## src/rtl/minmax_pkg.sv

```systemverilog
// Shared types and node logic for the pipelined min/max reduction tree.
// Struct widths follow the MM_* localparams; the top-level parameters must match them.
package minmax_pkg;

    localparam int MM_WIDTH       = 8;
    localparam int MM_INDEX_WIDTH = 3;
    localparam int MM_USER_WIDTH  = 4;
    localparam int LEAVES         = 1 << MM_INDEX_WIDTH;

    typedef struct packed {
        logic [MM_WIDTH-1:0]       value;
        logic [MM_INDEX_WIDTH-1:0] index;
        logic                      mask;
    } node_t;

    typedef struct packed {
        logic                     tc;
        logic                     max;
        logic [MM_USER_WIDTH-1:0] user;
    } ctrl_t;

    // Flipping the MSB maps two's-complement order onto unsigned order; it is its own inverse.
    function automatic logic [MM_WIDTH-1:0] bias_msb(input logic [MM_WIDTH-1:0] v, input logic tc);
        logic [MM_WIDTH-1:0] m;
        m = '0;
        m[MM_WIDTH-1] = tc;
        return v ^ m;
    endfunction

    // The higher-index node must win strictly, so ties always resolve to the lower index.
    function automatic node_t node_pick(input node_t lo, input node_t hi, input logic max);
        logic hi_wins;
        if (lo.mask && hi.mask) begin
            hi_wins = max ? (hi.value > lo.value) : (hi.value < lo.value);
        end else begin
            hi_wins = hi.mask && !lo.mask;
        end
        return hi_wins ? hi : lo;
    endfunction

endpackage

```

## src/rtl/minmax_stage.sv

```systemverilog
// One tree level: pairwise compare nodes feeding this level's pipeline register.
// Optional MINMAX_USER_EN adds a registered sideband tag.
module minmax_stage
    import minmax_pkg::*;
#(
    parameter int LEVEL = 0
) (
    input  logic                                  clk,
    input  logic                                  rst,
    input  logic                                  adv_i,
    input  logic                                  vld_i,
    input  ctrl_t                                 ctrl_i,
    input  node_t [(LEAVES >> LEVEL)-1:0]         nodes_i,
    output logic                                  vld_o,
    output ctrl_t                                 ctrl_o,
    output node_t [(LEAVES >> (LEVEL + 1))-1:0]   nodes_o
);

    localparam int N_OUT = LEAVES >> (LEVEL + 1);

    node_t [N_OUT-1:0]        nodes_d;
    node_t [N_OUT-1:0]        nodes_q;
    logic                     vld_q;
    logic                     tc_q;
    logic                     max_q;
    logic [MM_USER_WIDTH-1:0] user_q;

    always_comb begin
        nodes_d = '0;
        for (int n = 0; n < N_OUT; n++) begin
            nodes_d[n] = node_pick(nodes_i[2*n], nodes_i[2*n+1], ctrl_i.max);
        end
    end

    // Only the valid bit is reset; payload is qualified by it downstream.
    always_ff @(posedge clk) begin
        if (rst) begin
            vld_q <= 1'b0;
        end else if (adv_i) begin
            vld_q <= vld_i;
        end
    end

    always_ff @(posedge clk) begin
        if (adv_i) begin
            nodes_q <= nodes_d;
            tc_q    <= ctrl_i.tc;
            max_q   <= ctrl_i.max;
        end
    end

`ifdef MINMAX_USER_EN
    always_ff @(posedge clk) begin
        if (adv_i) begin
            user_q <= ctrl_i.user;
        end
    end
`else
    logic unused_user;
    assign unused_user = ^ctrl_i.user;
    assign user_q      = '0;
`endif

    assign vld_o   = vld_q;
    assign ctrl_o  = '{tc: tc_q, max: max_q, user: user_q};
    assign nodes_o = nodes_q;

endmodule

```

## src/rtl/minmax_pipe.sv

```systemverilog
// Pipelined, flow-controlled min/max reduction with index, mask and signed/unsigned select.
// Define MINMAX_USER_EN to carry in_user through the pipe to out_user.
module minmax_pipe
    import minmax_pkg::*;
#(
    parameter int WIDTH       = MM_WIDTH,
    parameter int NUM_INPUTS  = 8,
    parameter int INDEX_WIDTH = MM_INDEX_WIDTH,
    parameter int USER_WIDTH  = MM_USER_WIDTH
) (
    input  logic                        clk,
    input  logic                        rst,
    input  logic                        in_valid,
    output logic                        in_ready,
    input  logic [NUM_INPUTS*WIDTH-1:0] in_data,
    input  logic [NUM_INPUTS-1:0]       in_mask,
    input  logic                        in_tc,
    input  logic                        in_max,
    input  logic [USER_WIDTH-1:0]       in_user,
    output logic                        out_valid,
    input  logic                        out_ready,
    output logic [WIDTH-1:0]            out_value,
    output logic [INDEX_WIDTH-1:0]      out_index,
    output logic                        out_none,
    output logic [USER_WIDTH-1:0]       out_user
);

    node_t [LEAVES-1:0] leaf;
    ctrl_t              ctrl_in;
    logic               advance;
    logic               vld_root;
    ctrl_t              ctrl_root;
    node_t              root;
    logic               show;

    // Slots beyond NUM_INPUTS are masked zero padding and can never win.
    for (genvar n = 0; n < LEAVES; n++) begin : g_leaf
        if (n < NUM_INPUTS) begin : g_real
            assign leaf[n] = '{value: bias_msb(in_data[n*WIDTH +: WIDTH], in_tc),
                               index: MM_INDEX_WIDTH'(n),
                               mask:  in_mask[n]};
        end else begin : g_pad
            assign leaf[n] = '0;
        end
    end

`ifdef MINMAX_USER_EN
    assign ctrl_in = '{tc: in_tc, max: in_max, user: in_user};
`else
    logic unused_in_user;
    assign unused_in_user = ^in_user;
    assign ctrl_in        = '{tc: in_tc, max: in_max, user: '0};
`endif

    for (genvar k = 0; k < INDEX_WIDTH; k++) begin : g_lvl
        localparam int N_OUT = LEAVES >> (k + 1);
        node_t [N_OUT-1:0] nodes;
        ctrl_t             ctrl;
        logic              vld;
        if (k == 0) begin : g_first
            minmax_stage #(.LEVEL(0)) u_stage (
                .clk     (clk),
                .rst     (rst),
                .adv_i   (advance),
                .vld_i   (in_valid),
                .ctrl_i  (ctrl_in),
                .nodes_i (leaf),
                .vld_o   (vld),
                .ctrl_o  (ctrl),
                .nodes_o (nodes)
            );
        end else begin : g_next
            minmax_stage #(.LEVEL(k)) u_stage (
                .clk     (clk),
                .rst     (rst),
                .adv_i   (advance),
                .vld_i   (g_lvl[k-1].vld),
                .ctrl_i  (g_lvl[k-1].ctrl),
                .nodes_i (g_lvl[k-1].nodes),
                .vld_o   (vld),
                .ctrl_o  (ctrl),
                .nodes_o (nodes)
            );
        end
    end

    assign vld_root  = g_lvl[INDEX_WIDTH-1].vld;
    assign ctrl_root = g_lvl[INDEX_WIDTH-1].ctrl;
    assign root      = g_lvl[INDEX_WIDTH-1].nodes[0];

    // Whole-pipe stall: every stage moves together, bubbles included.
    assign advance  = out_ready || !vld_root;
    assign in_ready = advance && !rst;

    assign out_valid = vld_root && !rst;
    assign show      = out_valid && root.mask;
    assign out_value = show ? bias_msb(root.value, ctrl_root.tc) : '0;
    assign out_index = show ? root.index : '0;
    assign out_none  = out_valid && !root.mask;
    assign out_user  = out_valid ? ctrl_root.user : '0;

endmodule

```

## config.mk

```make
export PLATFORM = sky130hd
export DESIGN_NAME = minmax_pipe
export DESIGN_NICKNAME = d
export VERILOG_FILES = /design/src/rtl/minmax_pkg.sv /design/src/rtl/minmax_stage.sv /design/src/rtl/minmax_pipe.sv
export SDC_FILE = /design/constraint.sdc
export NUM_CORES = 1
export LEC_CHECK = 0
export ABC_CLOCK_PERIOD_IN_PS = 3500
export CORE_UTILIZATION = 50
export DETAILED_ROUTE_END_ITERATION = 7
export GPL_TIMING_DRIVEN = 1
export PLACE_DENSITY = 0.86
export SYNTH_ARGS = -nofsm -noshare
export SYNTH_HDL_FRONTEND = slang
export SYNTH_SLANG_ARGS = --single-unit
```

## constraint.sdc

```tcl
create_clock -name clk -period 3.5 [get_ports clk]
set_input_delay 0.525 -clock clk [delete_from_list [all_inputs] [get_ports clk]]
set_output_delay 0.525 -clock clk [all_outputs]
set_load 0.05 [all_outputs]
```

After elaboration in Yosys (flattened, before gate mapping)
Cells that the tools add are included.
Widths: inputs -> output; s select.
- $lt $le $gt $ge: 14
- mux-type cells: 23
- bitwise logic cells: 9
- reductions and logical operators: 29
- operators by type and width (kind ; number):
    $mux 12 ; 7
    $xor 8x8->8 ; 9
    $gt 8x8->1 ; 7
    $lt 8x8->1 ; 7
    $logic_and 1x1->1 ; 18
    $mux 1 ; 14
    $logic_not 1->1 ; 10
    $mux 8 ; 1
    $mux 3 ; 1
    $logic_or 1x1->1 ; 1
- bits in registers: 92
- input port bits: 82
- output and inout bits: 18
- logic and storage cells: 104

Depth between registers and ports, before layout
- word-level depth: 5
- depth in mapped cells: 11

By module
From an unflattened synthesis, not the netlist that was laid out.
- cells, all modules: 514
- area, all modules: 6236.0 µm²
- by module, submodules not included (module ; times used ; cells an instance ; area an instance (µm²) ; seq. area each (µm²)):
    minmax_stage (g_lvl[0].g_first.u_stage) ; 1 ; 235 ; 3057.9 ; 1521.5
    minmax_stage (g_lvl[1].g_next.u_stage) ; 1 ; 122 ; 1679.1 ; 800.8
    minmax_stage (g_lvl[2].g_next.u_stage) ; 1 ; 124 ; 1241.2 ; 440.4
    minmax_pipe ; 1 ; 33 ; 257.7 ; 0.0

Worst setup path before layout
No wires, ideal clock.
- kind: input to register
- from: in in_tc
- to: reg g_lvl[0].g_first.u_stage.nodes_q, in the netlist g_lvl[0].g_first.u_stage.nodes_o[16], data pin
- setup time: 0.260 ns
- arrival time: 2.624 ns
- required time: 3.240 ns
- setup slack: 0.616 ns
- stages: 10
- buffers on the path: 2
- cell sequence: clkbuf_1 -> xnor2_1 -> inv_1 -> ha_1 -> a21oi_1 -> o21ai_0 -> or3_1 -> a31o_1 -> buf_6 -> mux2_4
- RTL lines (element ; RTL line ; source):
    start: declaration ; minmax_pipe.sv:17 ; input logic in_tc,
    end signal: assignment ; minmax_stage.sv:46 ; nodes_q <= nodes_d;
    end: declaration ; minmax_stage.sv:22 ; node_t [N_OUT-1:0] nodes_q;

Worst setup path in the final report
- from: in rst
- to: out out_value[7]
- cells in the longest elaborated chain, start to end: 4
- ends and longest elaborated chain (element ; RTL line ; source):
    start: declaration ; minmax_pipe.sv:12 ; input logic rst,
    $logic_not 1->1 ; minmax_pipe.sv:95 ; assign out_valid = vld_root && !rst;
    $logic_and 1x1->1 ; minmax_pipe.sv:95 ;
    $logic_and 1x1->1 ; minmax_pipe.sv:96 ; assign show = out_valid && root.mask;
    $mux 8 ; minmax_pipe.sv:97 ; assign out_value = show ? bias_msb(root.value, ctrl_root.tc) : '0;
    end: declaration ; minmax_pipe.sv:22 ; output logic [WIDTH-1:0] out_value,
Every way passes these cells.

==> results.tsv <==
metric	value	unit
gate family responsible for the most delay along the worst path	buffers and inverters	
Mapped Cells	417	
most used cell, CP	clkdlybuf4s50_1	
Sw Ratio	0.262	
share of post-route cells with drive strength above 1	0.179	
Synth Area in XOR/XNOR	0.0153	
Worst Setup SP	rst	
synthesized area	5140	um^2
maximum clock rate	0.323	GHz
largest net degree at the start of global routing	40	
Max Buffers Root-to-Sink	2	
DP Area	6200	um^2
Cell Pwr Density	466	nW/um^2
pre-CTS setup slack	115	ps
net count reported at finish	653	
area of the multi-input gates	2370	um^2
FF-to-FF Start	g_lvl[0].g_first.u_stage.nodes_o[29]$_DFFE_PN_	
hpwl dp	7640	um
Initial Utilization	0.521	
Clock Sinks	82	
commonest non-fill, non-tap cell in the layout	clkdlybuf4s50_1	
WL per Instance	15.1	um
setup ws final	401	ps
post-synthesis cell type count	33	
Final Hold Vio Count	0	
Period minus WS final	3100	ps
async set or reset register ratio after synthesis	0	
core region area	9860	um^2
Die Area	10700	um^2
drt total wl	9880	um
CTS tree	done	
vias in the first global route	3427	
Post-synth EDFFs	79	
fin. max-slew vios	0	
Cell Int Power	2.21	mW
CP max stage cell	clkdlybuf4s50_1	
adder-cell share of the synthesized area	0.136	
starting DRC count in detailed routing	141	
post-synthesis compound-gate area fraction	0.0813	
RePlAce Congestion	0.806	
residual DRC count	0	
Logic pwr share	0.272	
sequential-to-total area share from yosys stat	0.473	
synth warn	0	
Via Count	3436	
total CTS buffers	9	
CP Launch Type	primary input	
max incr delay on CP	800	ps
post-route cell area	6440	um^2
Max H-tree Level	3	
Final ANT Viol Nets	0	
Area contributors post-synth	edfxtp_1 46%, ha_1 14%, mux2_4 9.3%	
ys flop type	edfxtp_1	
clk slew on worst S/H paths	80	ps
worst path bufs/invs	2	
setup tns final	0	ps
hold wc startpoint	g_lvl[1].g_next.u_stage.tc_q$_DFFE_PN_	
clk_lat worst skew	360	ps
Fillers	707	
Simple-Gate Fraction of Synth Area	0.0713	
kind of critical path	primary input to output port	
fin util	0.653	
Least-Margin Pin Slew	643	ps
status	finished, final reports clean	
static leakage	2.86	nW
crit path capture type	output port	
ANT cells	0	
area leader, netlist	edfxtp_1	
post-synthesis mux area share	0.154	
Slew headroom	0.571	
row count	36	
GRT Overall Usage	0.195	
post-CTS setup repair buffer count	0	
io pins	100	
Reg area	2430	um^2
first-pass GRT wire length	15500	um
Max FO, Critical Path	13	
syn_area_per_cell	12.3	um^2
setup violation total in the final timing report	0	
clk_skew	9.60	ps
Die H	103	um
IO buf count	91	
initial antenna violation count	0	
CP Data Required Time	2970	ps
most frequent cells in the layout	91 x clkdlybuf4s50_1, 79 x edfxtp_1, 69 x inv_1	
number of register bits inferred by synthesis	82	
main combinational cell family by area after synthesis	multiplexers	
worst hold path class	register to register	
crit path DAT	2570	ps
Seq pwr share	0.457	
DRT Pass-1 Iters	4	
cts hold-fix bufs	0	
via/cell ratio	5.26	
Max VDD drop	243	uV
Clock Power Share	0.271	
CP Cell Sequence	clkdlybuf4s50_1 -> nor2b_1 -> and3_1 -> clkdlybuf4s50_1	
period utilization	0.885	
# resized after CTS	0	
area share of the largest cell type after synthesis	0.462	
Syn-to-layout area delta	25.3	%
die width	103	um
MaxCap Viol Count	0	
grt ovf	0	
Psw	0.786	mW
clock root cell	clkbuf_8	
RSZ-0062 raised after global routing	false	
==> cell families (layout without fill, tap and decap cells) <==
family          after synthesis  in the layout
mux                          60             60
fa+ha+maj                    56             56
compound gates               63             63
other cells                   1              4
xor+xnor                      9              9
simple gates                 65             65
buf+inv                      81            181
flops                        82             82
==> layout make-up <==
class | count | area share
Clock buffer | 9 | 0.0192
Clock inverter | 7 | 0.0183
Sequential cell | 82 | 0.378
Tap cell | 133 | 0.0258
Inverter | 70 | 0.0408
Timing Repair Buffer | 95 | 0.150
Multi-Input combinational cell | 257 | 0.368
==> synthesized netlist by cell type, types with 2 or more instances <==
library cell   n
o21ai_4        3
mux2i_1        4
or3_1          4
nor2_1         8
a31o_2         2
mux2_4        32
o21ai_0       11
xnor2_1        8
o31ai_1        2
a31o_1         3
mux2_2        24
dfxtp_1        3
ha_1          56
edfxtp_1      79
and3_1        11
nand2_1       11
o21a_1         2
nor2b_1        9
nand4_1       14
inv_1         70
a21oi_1       29
buf_6          4
buf_4          4
or2_2          7
o211ai_1       6
o221a_2        2
clkbuf_1       3
==> routing by layer <==
metal,up-vias,global-route usage,part of all wire
li1,1698,-,-
met1,1599,0.211,0.40
met2,116,0.364,0.53
met3,23,0.0376,0.043
met4,0,0.0899,0.030
met5,-,0,0
==> final timing paths <==
check	endpoint	slack, ps	depth (start not counted)
worst max register to register	g_lvl[1].g_next.u_stage.nodes_o[19]$_DFFE_PN_	900	8
worst max-delay path	out_value[7]	400	4
worst min register to register	g_lvl[2].g_next.u_stage.tc_q$_DFFE_PN_	430	0
worst min-delay path	g_lvl[2].g_next.u_stage.tc_q$_DFFE_PN_	430	0
==> registers in the layout, summed over array words and instances, names as in the netlist <==
| name | cells |
|---|---|
| g_lvl.g_first.u_stage.nodes_o | 40 |
| g_lvl.g_next.u_stage.vld_o | 2 |
| g_lvl.g_next.u_stage.tc_q | 2 |
| g_lvl.g_first.u_stage.tc_q | 1 |
| g_lvl.g_first.u_stage.vld_o | 1 |
| g_lvl.g_next.u_stage.nodes_o | 34 |
| g_lvl.g_next.u_stage.max_q | 1 |
| g_lvl.g_first.u_stage.max_q | 1 |
==> power by group through the flow <==
stage / Sequential [mW] / Combinational (mW) / Clock, mW
after detailed placement: 1.40 / 0.807 / 0
after global placement: 1.38 / 0.765 / 0
after global routing: 1.39 / 0.892 / 0.861
after floorplan: 1.36 / 0.606 / 0
final: 1.37 / 0.815 / 0.813
after CTS: 1.37 / 0.818 / 0.823
==> metrics by stage <==
| step | power, mW | hold WS (ps) | cells |
|---|---|---|---|
| after floorplan | 1.96 | 400 | 420 |
| after global placement | 2.15 | 409 | 637 |
| after detailed placement | 2.20 | 410 | 637 |
| after CTS | 3.02 | 431 | 653 |
| after global routing | 3.14 | 436 | 653 |
| final | 3.00 | 432 | 653 |
Power figures use the tool's default switching activity.
